**src/rtl/fifo_pkg.sv**
```systemverilog
// Shared constants and counter-width helpers for the FIFO read-side adaptors.
package fifo_pkg;

  localparam int unsigned FIFO_BURST_LEN_DEF = 16;
  localparam int unsigned FIFO_TIMEOUT_DEF   = 64;

  typedef enum logic {
    HOLD_EMPTY = 1'b0,
    HOLD_HELD  = 1'b1
  } hold_state_e;

  // Beat counter only needs to reach BURST_LEN-1.
  function automatic int unsigned beat_cnt_w(input int unsigned burst_len);
    return (burst_len < 2) ? 1 : $clog2(burst_len);
  endfunction

  // Idle counter must be able to hold TIMEOUT itself.
  function automatic int unsigned idle_cnt_w(input int unsigned timeout);
    return (timeout < 1) ? 1 : $clog2(timeout + 1);
  endfunction

endpackage

```
**src/rtl/fifo_burst_reader_m_if.sv**
```systemverilog
// FIFO read port plus downstream valid/ready stream of the burst reader.
interface fifo_burst_reader_m_if #(
  parameter type DATA_ITEM_TYPE = logic
) ();

  DATA_ITEM_TYPE head;
  logic          empty;
  logic          rd_rst_busy;
  logic          pop;
  DATA_ITEM_TYPE m_data;
  logic          m_valid;
  logic          m_last;
  logic          m_ready;

  modport master (
    input  head, empty, rd_rst_busy, m_ready,
    output pop, m_data, m_valid, m_last
  );

  modport slave (
    output head, empty, rd_rst_busy, m_ready,
    input  pop, m_data, m_valid, m_last
  );

endinterface

```
**src/rtl/fifo_burst_reader_m_stream_reg.sv**
```systemverilog
// One-entry valid/ready register slice; o_free tells the producer a load is accepted.
module stream_reg_m #(
  parameter type DATA_ITEM_TYPE = logic
) (
  input  logic          clk,
  input  logic          rst_n,
  input  logic          i_load,
  input  DATA_ITEM_TYPE i_data,
  input  logic          i_last,
  input  logic          i_ready,
  output logic          o_free,
  output logic          o_valid,
  output DATA_ITEM_TYPE o_data,
  output logic          o_last
);

  assign o_free = !o_valid || i_ready;

  always_ff @(posedge clk or negedge rst_n) begin
    if (!rst_n) begin
      o_valid <= 1'b0;
      o_last  <= 1'b0;
      o_data  <= '0;
    end else if (i_load) begin
      o_valid <= 1'b1;
      o_last  <= i_last;
      o_data  <= i_data;
    end else if (o_free) begin
      o_valid <= 1'b0;
    end
  end

endmodule

```
**src/rtl/fifo_burst_reader_m.sv**
```systemverilog
// FWFT FIFO consumer: one-word hold stage feeding a registered stream with burst framing.
module fifo_burst_reader_m
  import fifo_pkg::*;
#(
  parameter type         DATA_ITEM_TYPE = logic,
  parameter int unsigned BURST_LEN      = FIFO_BURST_LEN_DEF,
  parameter int unsigned TIMEOUT        = FIFO_TIMEOUT_DEF
) (
  input  logic                  clk,
  input  logic                  rst_n,
  input  logic                  flush,
  output logic                  busy,
  fifo_burst_reader_m_if.master bus
);

  localparam int unsigned     BW     = beat_cnt_w(BURST_LEN);
  localparam int unsigned     IW     = idle_cnt_w(TIMEOUT);
  localparam logic [BW-1:0]   LP_CAP = BW'(BURST_LEN - 1);
  localparam logic [IW-1:0]   LP_TMO = IW'(TIMEOUT);

  hold_state_e   r_hold_state;
  DATA_ITEM_TYPE r_hold_data;
  logic [BW-1:0] r_beat_cnt;
  logic [IW-1:0] r_idle_cnt;

  logic w_hold_valid;
  logic w_avail;
  logic w_out_free;
  logic w_idle_sat;
  logic w_tmo;
  logic w_cap;
  logic w_xfer;
  logic w_pop;
  logic w_last_next;
  logic w_m_valid;

  assign w_hold_valid = (r_hold_state == HOLD_HELD);
  assign w_avail      = !bus.empty && !bus.rd_rst_busy;
  assign w_idle_sat   = (r_idle_cnt == LP_TMO);
  assign w_tmo        = flush || w_idle_sat;
  assign w_cap        = (r_beat_cnt == LP_CAP);

  // A held word only leaves once its successor is known, or the burst must close anyway.
  assign w_xfer      = w_hold_valid && w_out_free && (w_avail || w_cap || w_tmo);
  assign w_pop       = w_avail && (!w_hold_valid || w_xfer);
  assign w_last_next = w_cap || (!w_avail && w_tmo);

  assign bus.pop = w_pop;
  assign busy    = w_hold_valid || w_m_valid;

  always_ff @(posedge clk or negedge rst_n) begin
    if (!rst_n) begin
      r_hold_state <= HOLD_EMPTY;
      r_hold_data  <= '0;
      r_beat_cnt   <= '0;
      r_idle_cnt   <= '0;
    end else begin
      case (r_hold_state)
        HOLD_EMPTY: if (w_pop)            r_hold_state <= HOLD_HELD;
        HOLD_HELD:  if (w_xfer && !w_pop) r_hold_state <= HOLD_EMPTY;
        default:                          r_hold_state <= HOLD_EMPTY;
      endcase

      if (w_pop) begin
        r_hold_data <= bus.head;
      end

      if (w_xfer) begin
        r_beat_cnt <= w_last_next ? '0 : r_beat_cnt + 1'b1;
      end

      if (!w_hold_valid || w_pop) begin
        r_idle_cnt <= '0;
      end else if (!w_avail && !w_idle_sat) begin
        r_idle_cnt <= r_idle_cnt + 1'b1;
      end
    end
  end

  stream_reg_m #(
    .DATA_ITEM_TYPE(DATA_ITEM_TYPE)
  ) u_out (
    .clk    (clk),
    .rst_n  (rst_n),
    .i_load (w_xfer),
    .i_data (r_hold_data),
    .i_last (w_last_next),
    .i_ready(bus.m_ready),
    .o_free (w_out_free),
    .o_valid(w_m_valid),
    .o_data (bus.m_data),
    .o_last (bus.m_last)
  );

  assign bus.m_valid = w_m_valid;

endmodule

```
**src/flat_wrapper.sv**
```systemverilog
// flat-port wrapper written by rule: the top's interface ports become plain ports
module fifo_burst_reader_m_flat import fifo_pkg::*;
#(
  parameter type         DATA_ITEM_TYPE = logic,
  parameter int unsigned BURST_LEN      = FIFO_BURST_LEN_DEF,
  parameter int unsigned TIMEOUT        = FIFO_TIMEOUT_DEF
)
  (clk, rst_n, flush, busy, bus_head, bus_empty, bus_rd_rst_busy, bus_m_ready, bus_pop, bus_m_data, bus_m_valid, bus_m_last);
  fifo_burst_reader_m_if #(.DATA_ITEM_TYPE(DATA_ITEM_TYPE)) bus_i ();
  input  logic clk;
  input  logic rst_n;
  input  logic flush;
  output logic busy;
  input wire logic [$bits(bus_i.head)-1:0] bus_head;
  input wire logic [$bits(bus_i.empty)-1:0] bus_empty;
  input wire logic [$bits(bus_i.rd_rst_busy)-1:0] bus_rd_rst_busy;
  input wire logic [$bits(bus_i.m_ready)-1:0] bus_m_ready;
  output wire logic [$bits(bus_i.pop)-1:0] bus_pop;
  output wire logic [$bits(bus_i.m_data)-1:0] bus_m_data;
  output wire logic [$bits(bus_i.m_valid)-1:0] bus_m_valid;
  output wire logic [$bits(bus_i.m_last)-1:0] bus_m_last;
  assign bus_i.head = bus_head;
  assign bus_i.empty = bus_empty;
  assign bus_i.rd_rst_busy = bus_rd_rst_busy;
  assign bus_i.m_ready = bus_m_ready;
  assign bus_pop = bus_i.pop;
  assign bus_m_data = bus_i.m_data;
  assign bus_m_valid = bus_i.m_valid;
  assign bus_m_last = bus_i.m_last;
  fifo_burst_reader_m #(.DATA_ITEM_TYPE(DATA_ITEM_TYPE), .BURST_LEN(BURST_LEN), .TIMEOUT(TIMEOUT)) u_core (.clk(clk), .rst_n(rst_n), .flush(flush), .busy(busy), .bus(bus_i));
endmodule
```
**config.mk**
```make
export PLATFORM = sky130hd
export DESIGN_NAME = fifo_burst_reader_m_flat
export DESIGN_NICKNAME = d
export VERILOG_FILES = /design/src/rtl/fifo_pkg.sv /design/src/rtl/fifo_burst_reader_m_if.sv /design/src/rtl/fifo_burst_reader_m_stream_reg.sv /design/src/rtl/fifo_burst_reader_m.sv /design/src/flat_wrapper.sv
export SDC_FILE = /design/constraint.sdc
export NUM_CORES = 1
export LEC_CHECK = 0
export ABC_CLOCK_PERIOD_IN_PS = 2400
export CORE_MARGIN = 2
export CORE_UTILIZATION = 51
export CTS_CLUSTER_SIZE = 30
export DETAILED_ROUTE_END_ITERATION = 7
export PLACE_DENSITY = 0.76
export SLEW_MARGIN = 10
export SYNTH_ARGS = -nofsm -noshare
export SYNTH_HDL_FRONTEND = slang
export SYNTH_SLANG_ARGS = --single-unit
```
**constraint.sdc**
```tcl
create_clock -name clk -period 2.4 [get_ports clk]
set_input_delay 0.48 -clock clk [delete_from_list [all_inputs] [get_ports clk]]
set_output_delay 0.48 -clock clk [all_outputs]
set_load 0.05 [all_outputs]
```
==> Word level (Yosys, flattened, before mapping) <==
Index checks and enable logic that the tools add are counted.
{ "op_classes": {"add_sub_neg": 2, "multipliers": 0, "div_mod_pow": 0, "n_lt_le_gt_ge": 0, "n_eq_ne": 2, "shifts": 0, "mux": 8, "bitwise_logic": 1, "reduce_logical": 24} }
{ "ops": {"columns": ["op", "n"], "rows": [
  ["2-to-1 mux 7 bit", 2],
  ["logical OR 1 bit", 8],
  ["adder 7 x 1 -> 7 bit, second input constant", 1],
  ["== test 7 bit, second input constant", 1],
  ["logical AND 1 bit", 7],
  ["zero test 1 bit", 7],
  ["adder 4 x 1 -> 4 bit, second input constant", 1],
  ["== test 4 bit, second input constant", 1],
  ["2-to-1 mux 1 bit", 4],
  ["2-to-1 mux 4 bit", 1],
  ["nonzero test 2 bit", 2],
  ["case mux 1 bit (2 select lines)", 1],
  ["inverter 1 bit", 1]
]} }
{ "word_totals": {"regBits": 16, "latch_bits": 0, "mem_bits_rw": 0, "rom_bits": 0, "inputBits": 7, "out_inout_bits": 5, "elab_cells": 44, "mem_count": 0} }

==> Depth between registers and ports, before layout <==
{ "depth": {"depth_word": 11, "mapped_depth": 7, "ltp_nobuf": 6} }

==> Hierarchy <==
Synthesis repeated with hierarchy kept, for this count alone.
{ "hier_totals": {"hier_cells": 75, "area_unflattened_um2": 822.0} }
{ "by_module_without_submodules": {"columns": ["mod", "n_inst", "cells_per_inst", "area_each_um2", "seq_area_each_um2"], "rows": [
  ["fifo_burst_reader_m", 1, 68, 709.4, 325.3],
  ["stream_reg_m", 1, 7, 112.6, 75.1]
]} }

==> Worst setup path before layout <==
No wires, ideal clock.
{ "synth_path": {"kind": "input to register", "start": "in bus_rd_rst_busy", "end": "reg u_core.r_hold_data", "setup_ns": 0.125, "arrival_time_ns": 2.142, "required_time_ns": 2.275, "slack_ns": 0.133, "cell_stages": 4, "path_buffers": 1, "path_cell_list": "or2_2 -> clkbuf_1 -> a21oi_1 -> mux2_2"} }
{ "synth_via": {"elab_chain_len": 7} }
{ "synth_rtl": {"columns": ["element", "line", "rtl"], "rows": [
  ["start, declared", "flat_wrapper.sv:16", "input wire logic [$bits(bus_i.rd_rst_busy)-1:0] bus_rd_rst_busy;"],
  ["zero test 1 bit *", "fifo_burst_reader_m.sv:38", "assign w_avail = !bus.empty && !bus.rd_rst_busy;"],
  ["logical AND 1 bit *", "fifo_burst_reader_m.sv:38", null],
  ["logical OR 1 bit (2 in a row)", "fifo_burst_reader_m.sv:44", "assign w_xfer = w_hold_valid && w_out_free && (w_avail || w_cap || w_tmo);"],
  ["logical AND 1 bit", "fifo_burst_reader_m.sv:44", null],
  ["logical OR 1 bit", "fifo_burst_reader_m.sv:45", "assign w_pop = w_avail && (!w_hold_valid || w_xfer);"],
  ["logical AND 1 bit *", "fifo_burst_reader_m.sv:45", null],
  ["via bus_pop", "flat_wrapper.sv:18", "output wire logic [$bits(bus_i.pop)-1:0] bus_pop;"],
  ["end signal, assigned", "fifo_burst_reader_m.sv:65", "r_hold_data <= bus.head;"],
  ["end, declared", "fifo_burst_reader_m.sv:22", "DATA_ITEM_TYPE r_hold_data;"]
]} }
Mark *: on every way through the listed nets, which the timed path passes. The rest lies on a longest branch.
A chain may end at the register's enable or synchronous reset.

==> Final worst setup path <==
{ "layout_path": {"start": "in bus_rd_rst_busy", "end": "out bus_pop"} }
{ "layout_via": {"elab_chain_len": 7} }
{ "layout_rtl": {"columns": ["element", "line"], "rows": [
  ["zero test 1 bit *", "fifo_burst_reader_m.sv:38"],
  ["logical AND 1 bit *", "fifo_burst_reader_m.sv:38"],
  ["logical OR 1 bit (2 in a row)", "fifo_burst_reader_m.sv:44"],
  ["logical AND 1 bit", "fifo_burst_reader_m.sv:44"],
  ["logical OR 1 bit", "fifo_burst_reader_m.sv:45"],
  ["logical AND 1 bit *", "fifo_burst_reader_m.sv:45"],
  ["end, declared", "flat_wrapper.sv:18"]
]} }
Every way passes the cells marked *; elsewhere a longest branch is shown, timed or not.

==> results_dict.tcl <==
set metrics [dict create \
    grt_usage_pct 18.3 \
    drive_above_1_share_pct 15.8 \
    vias 621 \
    cts_root_buf "clkbuf_4" \
    grt_pass1_wl_um 2570 \
    wire_per_inst_um 12.9 \
    cts_max_path_buffers 2 \
    clock_sinks 16 \
    postSynthNetCount 91 \
    power_mw 0.956 \
    final.setup_skew_ns 0.00490 \
    nets 106 \
    cts_hold_buffers 0 \
    netlist.area_leader.share_pct 49.2 \
    cts_tree "yes" \
    gr-total-overflow 0 \
    syn_inst 81 \
    status "completed" \
    cts_buffers 3 \
    grt_setup_unrepaired "no" \
    setup_tns_ns 0 \
    hold_viol 0 \
    synth_mux_area_share_pct 3.99 \
    yosys.area.top_type "dfrtp_1" \
    worstPathMaxFanout 2 \
    fp.dieW_um 44.0 \
    p_leak_nw 0.428 \
    dp_hpwl_um 1060 \
    yosys.area_share.simple_pct 19.5 \
    synth_compound_area_share_pct 13.7 \
    slowest_delay_ns 0.44 \
    cts_htree_levels 1 \
    finalCritPeriodShare_pct 92.4 \
    worstPathCellList "clkdlybuf4s50_1 > or2_2 > a21oi_1 > buf_12" \
    syn_area_sq_um 815 \
    die_y_um 44.0 \
    start_kind "input pin" \
    whs_ns 0.501 \
    powerDensity_nw_per_um2 973 \
    arrival_ns 1.74 \
    drc 0 \
    antennaDiodeCount 0 \
    grt_max_degree 17 \
    insertion_delay_ns 0.29 \
    drt-initial-drc-count 11 \
    clkTransAtPathRegs_ns 0.09 \
    synthAdderAreaFrac_pct 4.61 \
    synth_top_family_by_area "simple AND/OR/NAND/NOR gates" \
    ios 12 \
    routed_wl_um 1440 \
    drtAntennaViolNets 0 \
    yosys.area_share.xor_xnor_pct 5.38 \
    vias_per_cell 5.59 \
    synth.distinct_cells 26 \
    worstMarginPinSlew_ns 0.702 \
    gp_congestion 0.761 \
    max-slew-margin-rel_pct 53.0 \
    clock.fmax_mhz 451 \
    initial_core_util_pct 54.1 \
    setup_violations 0 \
    port_buffers 11 \
    yosysSeqAreaShare_pct 49.2 \
    ys_ff_latch 16 \
    die_area_sq_um 1930 \
    grt_pass1_vias 601 \
    rows 14 \
    critPathKind "input pin to output port" \
    crit_path_end_kind "output port" \
    cts_setup_buffers 0 \
    avgSynthCellArea_sq_um 10.1 \
    yosys_warnings 0 \
    ir_drop_mv 0.739 \
    cts_repair_resize_count 0 \
    critPathSlowestCell "clkdlybuf4s50_1" \
    hold_path.class "register to register" \
    ys_top_cells_by_area "dfrtp_1 49%, ha_1 4.6%, xor2_1 4.3%" \
    crit_required_ns 1.92 \
    syn_to_final_growth_pct 20.7 \
    slew_violations 0 \
    coreArea_sq_um 1510 \
    period_needed_ns 2.22 \
    antenna_found_initial 0 \
    dr.pass1.iters 4 \
    drv_cap 0 \
]
[flip-flops by register name, indices dropped and copies added, names as in the netlist]
signal,count
u_core.r_beat_cnt,4
u_core.r_hold_data,1
u_core.r_hold_state,1
u_core.r_idle_cnt,7
u_core.u_out.o_data,1
u_core.u_out.o_last,1
u_core.u_out.o_valid,1
[metrics by stage]
stage	worst slack (ns)	cells	instance area (sq um)	util (%)
3_3_place_gp	0.212	107	947	62.9
2_1_floorplan	0.133	81	815	-
5_1_grt	0.0911	111	983	65.3
4_1_cts	0.196	111	983	65.3
3_5_place_dp	0.205	107	947	62.9
6_report	0.183	111	983	65.3
[cell usage after synthesis, drive strengths merged]
cell type / number
a21o: 1
a21oi: 6
a31o: 1
a31oi: 1
a41oi: 1
and4: 1
buf: 1
clkbuf: 1
dfrtp: 16
ha: 3
inv: 4
mux2: 2
mux2i: 1
nand2: 8
nand2b: 1
nand3: 2
nand4: 2
nor2: 11
nor4: 2
o21ai: 6
or2: 2
or3: 3
xnor2: 1
xor2: 4
[worst paths after layout]
check,from,endpoint,slack [ns],depth (start not counted)
hold / removal,u_core.u_out.o_last$_DFFE_PN0P_,u_core.u_out.o_last$_DFFE_PN0P_,0.50,1
setup / recovery,bus_rd_rst_busy,bus_pop,0.18,4
setup reg to reg,u_core.r_idle_cnt[0]$_DFFE_PN0P_,u_core.r_beat_cnt[3]$_DFFE_PN0P_,0.59,6
hold reg to reg,u_core.u_out.o_last$_DFFE_PN0P_,u_core.u_out.o_last$_DFFE_PN0P_,0.50,1
min in group asynchronous,rst_n,u_core.r_idle_cnt[5]$_DFFE_PN0P_,0.60,1
max in group asynchronous,rst_n,u_core.r_beat_cnt[3]$_DFFE_PN0P_,1.35,1
[final cells by class]
class                   count  area (sq um)
multi-input cells          59           384
clock buffers               4          36.3
fillers                   130           523
well taps                  16          20.0
inverters                   4          15.0
repair buffers             12           128
flip-flops and latches     16           400
[kinds of logic after synthesis]
| family | after synthesis |
|---|---|
| buf+inv | 6 |
| flops | 16 |
| xor+xnor | 5 |
| fa+ha+maj | 3 |
| simple gates | 32 |
| compound gates | 16 |
| mux | 3 |
[placed cells by master (no fill, tap or decap), drive strengths merged]
cell type and count:
a21o 1, a21oi 6, a31o 1, a31oi 1, a41oi 1, and4 1, buf 2, clkbuf 4
clkdlybuf4s50 10, dfrtp 16, ha 3, inv 4, mux2 2, mux2i 1, nand2 8, nand2b 1
nand3 2, nand4 2, nor2 11, nor4 2, o21ai 6, or2 2, or3 3, xnor2 1
xor2 4
[worst max-delay path: cells and delay by family]
kind	cells	cell delay, ns
simple gates	1	0.33
buf+inv	2	0.63
compound gates	1	0.31
[power breakdown]
part           internal, mW  switching, mW  total (mW)
Clock                0.0924         0.0846       0.177
Sequential            0.344         0.0647       0.409
Combinational         0.149          0.222       0.371
[routing by layer]
layer | global-route usage (%) | share of wire (%) | vias up
li1 | - | - | 306
met1 | 23.9 | 49 | 301
met2 | 27.9 | 46 | 12
met3 | 3.75 | 4.0 | 2
met4 | 10.9 | 0.63 | 0
met5 | 0 | 0 | -
Note: power is estimated with default switching activity, not from simulation.
